[src/rtl/product_accumulator_if.sv]
// Product stream into the accumulator plus its run status/result outputs.
// Master drives start/prod; slave (the accumulator) returns acc/count/status.
interface product_accumulator_if #(
    parameter int PROD_W = 8,
    parameter int ACC_W  = 12
);
    logic              start;
    logic              prod_valid;
    logic [PROD_W-1:0] prod;
    logic [ACC_W-1:0]  acc;
    logic [7:0]        count;
    logic              busy;
    logic              done;
    logic              overflow;

    modport master (
        output start, prod_valid, prod,
        input  acc, count, busy, done, overflow
    );

    modport slave (
        input  start, prod_valid, prod,
        output acc, count, busy, done, overflow
    );
endinterface

[src/rtl/product_accumulator.sv]
// Saturating multiply-accumulate stage: sums NUM_TERMS valid products per run.
// Latency 1 cycle (acc registered); no backpressure, one product accepted per clock.
module product_accumulator #(
    parameter int PROD_W    = 8,
    parameter int ACC_W     = 12,
    parameter int NUM_TERMS = 4
) (
    input  logic clk,
    input  logic rst,
    product_accumulator_if.slave bus
);
    typedef enum logic [1:0] {
        IDLE  = 2'd0,
        ACCUM = 2'd1,
        DONE  = 2'd2
    } state_t;

    localparam logic [7:0] LAST_IDX = 8'(NUM_TERMS - 1);

    state_t            state;
    logic [ACC_W-1:0]  accReg;
    logic [7:0]        countReg;
    logic              busyReg;
    logic              doneReg;
    logic              ovfReg;
    logic [ACC_W:0]    sumWide;

    // One extra bit catches the carry that triggers saturation.
    assign sumWide = {1'b0, accReg} + {{(ACC_W + 1 - PROD_W){1'b0}}, bus.prod};

    always_ff @(posedge clk or posedge rst) begin
        if (rst) begin
            state    <= IDLE;
            accReg   <= '0;
            countReg <= '0;
            busyReg  <= 1'b0;
            doneReg  <= 1'b0;
            ovfReg   <= 1'b0;
        end else begin
            case (state)
                IDLE: begin
                    doneReg <= 1'b0;
                    if (bus.start) begin
                        accReg   <= '0;
                        countReg <= '0;
                        ovfReg   <= 1'b0;
                        busyReg  <= 1'b1;
                        state    <= ACCUM;
                    end
                end
                ACCUM: begin
                    if (bus.prod_valid) begin
                        if (sumWide[ACC_W]) begin
                            accReg <= '1;
                            ovfReg <= 1'b1;
                        end else begin
                            accReg <= sumWide[ACC_W-1:0];
                        end
                        countReg <= countReg + 8'd1;
                        if (countReg == LAST_IDX) begin
                            busyReg <= 1'b0;
                            doneReg <= 1'b1;
                            state   <= DONE;
                        end
                    end
                end
                DONE: begin
                    // Exactly one cycle; start is deliberately not re-sampled here.
                    doneReg <= 1'b0;
                    state   <= IDLE;
                end
                default: begin
                    busyReg <= 1'b0;
                    doneReg <= 1'b0;
                    state   <= IDLE;
                end
            endcase
        end
    end

    assign bus.acc      = accReg;
    assign bus.count    = countReg;
    assign bus.busy     = busyReg;
    assign bus.done     = doneReg;
    assign bus.overflow = ovfReg;
endmodule

[src/flat_wrapper.sv]
// flat-port wrapper written by rule: the top's interface ports become plain ports
module product_accumulator_flat 
#(
    parameter int PROD_W    = 8,
    parameter int ACC_W     = 12,
    parameter int NUM_TERMS = 4
)
  (clk, rst, bus_start, bus_prod_valid, bus_prod, bus_acc, bus_count, bus_busy, bus_done, bus_overflow);
  product_accumulator_if #(.PROD_W(PROD_W), .ACC_W(ACC_W)) bus_i ();
  input  logic clk;
  input  logic rst;
  input wire logic [$bits(bus_i.start)-1:0] bus_start;
  input wire logic [$bits(bus_i.prod_valid)-1:0] bus_prod_valid;
  input wire logic [$bits(bus_i.prod)-1:0] bus_prod;
  output wire logic [$bits(bus_i.acc)-1:0] bus_acc;
  output wire logic [$bits(bus_i.count)-1:0] bus_count;
  output wire logic [$bits(bus_i.busy)-1:0] bus_busy;
  output wire logic [$bits(bus_i.done)-1:0] bus_done;
  output wire logic [$bits(bus_i.overflow)-1:0] bus_overflow;
  assign bus_i.start = bus_start;
  assign bus_i.prod_valid = bus_prod_valid;
  assign bus_i.prod = bus_prod;
  assign bus_acc = bus_i.acc;
  assign bus_count = bus_i.count;
  assign bus_busy = bus_i.busy;
  assign bus_done = bus_i.done;
  assign bus_overflow = bus_i.overflow;
  product_accumulator #(.PROD_W(PROD_W), .ACC_W(ACC_W), .NUM_TERMS(NUM_TERMS)) u_core (.clk(clk), .rst(rst), .bus(bus_i));
endmodule
[config.mk]
export PLATFORM = sky130hd
export DESIGN_NAME = product_accumulator_flat
export DESIGN_NICKNAME = d
export VERILOG_FILES = /design/src/rtl/product_accumulator_if.sv /design/src/rtl/product_accumulator.sv /design/src/flat_wrapper.sv
export SDC_FILE = /design/constraint.sdc
export NUM_CORES = 1
export LEC_CHECK = 0
export CAP_MARGIN = 10
export CORE_MARGIN = 1
export CORE_UTILIZATION = 35
export DETAILED_ROUTE_END_ITERATION = 12
export HOLD_SLACK_MARGIN = 0.06
export REMOVE_ABC_BUFFERS = 1
export SYNTH_ARGS = -nofsm -noshare
export SYNTH_HDL_FRONTEND = slang
export SYNTH_SLANG_ARGS = --single-unit
[constraint.sdc]
create_clock -name clk -period 2.5 [get_ports clk]
set_input_delay 0.625 -clock clk [delete_from_list [all_inputs] [get_ports clk]]
set_output_delay 0.625 -clock clk [all_outputs]
set_load 0.02 [all_outputs]
After elaboration in Yosys (flattened, before gate mapping)
Index checks and enable logic that the tools add are counted.
- bits in registers: 25
- bits of input ports: 12
- output and inout bits: 23
- word-level logic and storage cells: 45
- $add $sub $neg: 2
- equal/unequal tests: 7
- mux-type cells: 22
- bitwise gates (word level): 1
- reduce and logical (&&, ||, !) cells: 7
- operators with widths (cell ; number):
    $mux 12 ; 3
    $pmux 12 s2 ; 1
    $mux 8 ; 2
    $pmux 8 s2 ; 1
    $add 12x8->13 ; 1
    $mux 1 ; 9
    $add 8x1->8 const B ; 1
    $eq 8x2->1 const B ; 1
    $reduce_and 4->1 ; 2
    $mux 2 ; 3
    $reduce_and 3->1 ; 2
    $ne 2x1->1 const B ; 2
    $ne 2x2->1 const B ; 2
    $pmux 2 s2 ; 1
    $pmux 1 s3 ; 1
    $eq 2x1->1 const B ; 1
    $eq 2x2->1 const B ; 1
    $logic_not 2->1 ; 1
    $pmux 1 s2 ; 1
    $reduce_and 2->1 ; 1
    $reduce_bool 2->1 ; 1
    $not 1->1 ; 1

Depth between registers and ports, before layout
- depth in word-level cells: 4
- mapped depth: 7
- depth with buffers taken out: 7

Worst setup path after synthesis
OpenSTA, ideal clock, no wires.
- path type: input to register
- start point: input port bus_prod[0]
- end point: register u_core.accReg[2] (netlist: u_core.bus.acc[2])
- setup time: 0.126 ns
- arrival: 2.185 ns
- data required time: 2.374 ns
- path slack: 0.189 ns
- stages on the path: 6
- buffers on the path: 0
- cell sequence: ha_1 fa_1 a211oi_1 o211ai_2 and3_1 a221o_1
- word-level cells in the longest chain between the ends: 4
- RTL lines (item ; line ; text):
    start, declared ; flat_wrapper.sv:14 ; input wire logic [$bits(bus_i.prod)-1:0] bus_prod;
    $add 12x8->13 ; product_accumulator.sv:29 ; assign sumWide = {1'b0, accReg} + {{(ACC_W + 1 - PROD_W){1'b0}}, bus.prod};
    $mux 12 ; product_accumulator.sv:53 ; if (sumWide[ACC_W]) begin
    $mux 12 ; product_accumulator.sv:52 ; if (bus.prod_valid) begin
    $pmux 12 s2 ; product_accumulator.sv:40 ; case (state)
    end signal, assigned ; product_accumulator.sv:57 ; accReg <= sumWide[ACC_W-1:0];
    end, declared ; product_accumulator.sv:21 ; logic [ACC_W-1:0] accReg;
No other way between the ends. The select of a mux whose other input is x is not followed.
A chain may end at the register's enable or synchronous reset.

Final worst setup path
Same ends and word-level chain as after synthesis.

==> impl_results.rst <==
.. list-table::
   :header-rows: 1

   * - Metric
     - Value
   * - Result of the run
     - finished clean
   * - Peak Freq
     - around 0.42 GHz
   * - Area of all placed cells without fillers
     - 2030 um^2
   * - Wire length of the first global-routing pass
     - between 5 and 6 mm
   * - Sequential element share of the synthesized area
     - just over 40%
   * - Setup skew after layout
     - between 0.002 and 0.0025 ns
   * - Detailed Routing Iterations Pass 1
     - 4
   * - Initial antenna violation count
     - 0
   * - Fraction of the cycle the final worst path needs
     - between 90% and 100%
   * - Cell count after synthesis
     - ~150
   * - Post-route ant nets
     - 0
   * - DIE AREA
     - 4600 um^2
   * - Share of synthesized registers carrying an async set or reset
     - 100%
   * - Number of storage elements in the synthesis netlist
     - 25
   * - Critical path endpoint category
     - register
   * - Number of flops mapped to enable cells by yosys
     - 0
   * - Final design utilization
     - 49.8%
   * - Transition time at the pin with the least slew margin
     - around 0.64 ns
   * - Fraction of final layout cells with drive strength greater than 1
     - around 16%
   * - Drt drc
     - 0
   * - Post-layout min period
     - approximately 2.4 ns
   * - Buffer depth of the longest clock path
     - 2
   * - Instance count along the most critical hold path
     - 1
   * - Number of diodes added for antenna fixing
     - 0
   * - CTS hold repair buffers
     - 0
   * - Depth of the worst register-to-register path
     - 6
   * - GRT Util Overall
     - roughly 17%
   * - Type of the worst setup path
     - primary input to register
   * - Vias in the first global route
     - 1259
   * - Max-slew violation count
     - 0
   * - Post-Synthesis Cell Area
     - ~1500 um^2
   * - Yosys warning count
     - 0
   * - CTS HTree Levels
     - 1
   * - Maximum fanout along the worst path
     - 5
   * - Worst vdd rail ir drop
     - approximately 0.55 mV
   * - Setup slack of the worst register-to-register path
     - between 0.4 and 0.5 ns
   * - RePlAce Congestion
     - between 0.7 and 0.8
   * - Clk root buf
     - clkbuf_8
   * - Placed inst area
     - 1980 um^2
   * - Final wirelength
     - approximately 3.5 mm
   * - Synth unique cells
     - 45
   * - Final worst-path setup slack
     - between 0.1 and 0.15 ns
   * - Type of the worst min-delay path
     - register to register
   * - Clk_lat worst skew
     - ~0.27 ns
   * - Wire per inst
     - 14.4 um
   * - Largest net degree at the start of global routing
     - 26
   * - Layout overhead on the synthesized area
     - 34.0%
   * - Via total after detailed routing
     - between 1000 and 1500
   * - Leakage power total
     - approximately 0.87 nW
   * - Relative slew slack
     - roughly 57%
   * - Worst Setup Start Kind
     - primary input
   * - Starting utilization of the core area
     - a little under two fifths
   * - Half-perimeter wire length after detailed placement
     - roughly 2.6 mm
   * - Chip Height
     - ~68 um
   * - Final nets
     - 217
   * - Final hold violation count
     - 0
   * - Core ar.
     - ~4100 um^2
   * - Via count normalized by instance count
     - 5.36
   * - Maximum capacitance violations
     - 0
   * - Arrival time reported for the critical path endpoint
     - 2.55 ns
   * - Iteration-0 DRC Markers
     - 38
   * - Worst-path clk slew
     - about 0.090 ns
   * - Total CTS buffers
     - 3
   * - Final global-route overflow total
     - 0
   * - Clock Sink Count
     - 25
   * - Average instance area after synthesis
     - between 10 and 15 um^2
   * - Clock tree from TritonCTS
     - built
   * - Number of buffers inserted by post-CTS setup repair
     - 0
   * - Final setup violation count
     - 0
   * - Predominant post-synthesis flop cell
     - dfrtp_1
   * - Setup repair after global routing missed its margin
     - no
   * - Number of core rows
     - 23
   * - Area of combinational cells with multiple inputs
     - between 800 and 900 um^2
   * - Count of buffers inserted at the top-level ports
     - 34
   * - Required arrival time at the worst endpoint
     - about 2.7 ns
   * - Die width
     - 67.9 um
   * - Boundary pin count
     - 35
   * - Area used by sequential logic in the layout
     - ~630 um^2
   * - Number of fill cells
     - about 400
   * - Power density over the cells
     - 1230 nW/um^2
   * - Setup slack at placement
     - -0.285 ns
==> metrics by stage <==
stage / power (mW) / instances / TNS, ns / hold WS [ns]
after floorplan: 1.65 / 145 / 0 / 0.459
after global placement: 2.23 / 240 / -2.04 / 0.475
after detailed placement: 2.25 / 240 / -2.60 / 0.500
after CTS: 2.52 / 244 / 0 / 0.521
after global routing: 2.70 / 244 / 0 / 0.539
final: 2.49 / 244 / 0 / 0.514
==> critical path: stages <==
cell             delay, ns
clkdlybuf4s50_1       0.40
ha_1                  0.21
fa_1                  0.40
a211oi_2              0.25
o211ai_2              0.14
and3_2                0.27
a221o_1               0.27
==> routing by layer <==
layer	wire, um	track usage, %	vias to the layer above	part of all wire (%)
met1	1710	24.3	631	49
met2	1630	25.9	33	46
met5	0	0	-	0
li1	-	-	639	-
met4	17	3.91	0	0.48
met3	159	2.83	4	4.5
==> power by group <==
part / internal [mW] / switching (mW)
Combinational: 0.729 / 0.778
Clock: 0.114 / 0.130
Sequential: 0.561 / 0.182
Total: 1.40 / 1.09
==> final cells by class <==
class	instances	share of cell area (%)
clock buffers	4	2.21
inverters	2	0.369
multi-input cells	118	42.8
flip-flops and latches	25	30.8
well taps	50	3.08
repair buffers	45	20.8
==> Yosys cell counts, types with 3 or more instances <==
library cell	instances	area, um^2
nand3_1	7	35.0
a21oi_1	13	65.1
ha_1	9	113
xor2_1	9	78.8
o21ai_0	11	55.1
xnor2_1	3	26.3
dfrtp_1	25	626
nand4_1	4	25.0
nor2_1	13	48.8
nand2_1	8	30.0
==> cells in the final DEF (no fill, tap or decap), drive strengths merged, types with 2 or more instances in the layout <==
cell,netlist,final
o21ai,12,12
mux2i,2,2
dfrtp,25,25
nand4,4,4
xnor2,3,3
nand3,7,7
a31oi,2,2
clkbuf,1,4
clkdlybuf4s50,0,34
a21oi,16,16
and3,3,3
xor2,9,9
inv,2,2
nand2b,2,2
buf,2,11
nor2,13,13
nor3,2,2
o211ai,4,4
ha,9,9
a21o,2,2
a211oi,2,2
nand2,8,8
==> cell families after synthesis <==
| group | synth area share [%] |
|---|---|
| buffers and inverters | 1.81 |
| flip-flops | 41.2 |
| XOR/XNOR | 6.93 |
| AND/OR/NAND/NOR | 17.8 |
| adder cells (fa/ha/maj) | 8.74 |
| AO/OA/AOI/OAI | 22.2 |
| multiplexers | 1.32 |
==> repair_timing <==
action,CTS,global route
pin swaps,0,1
endpoints found under the setup margin,1,3
gates resized for setup,1,1
cloned,0,0
hold endpoints to repair,0,0
==> final timing paths <==
kind / startpoint / endpoint
max: bus_prod[0] / u_core.bus.acc[2]
min: u_core.bus.done / u_core.bus.done
max reg2reg: u_core.bus.acc[0] / u_core.bus.acc[2]
min reg2reg: u_core.bus.done / u_core.bus.done
max in group asynchronous: rst / u_core.bus.done
min in group asynchronous: rst / u_core.bus.acc[7]
==> flip-flops by register name, indices dropped and copies added (netlist names) <==
register,count
u_core.bus.acc,12
u_core.bus.count,8
u_core.state,2
u_core.bus.busy,1
u_core.bus.done,1
u_core.bus.overflow,1
(Power assumes the default switching activity.)
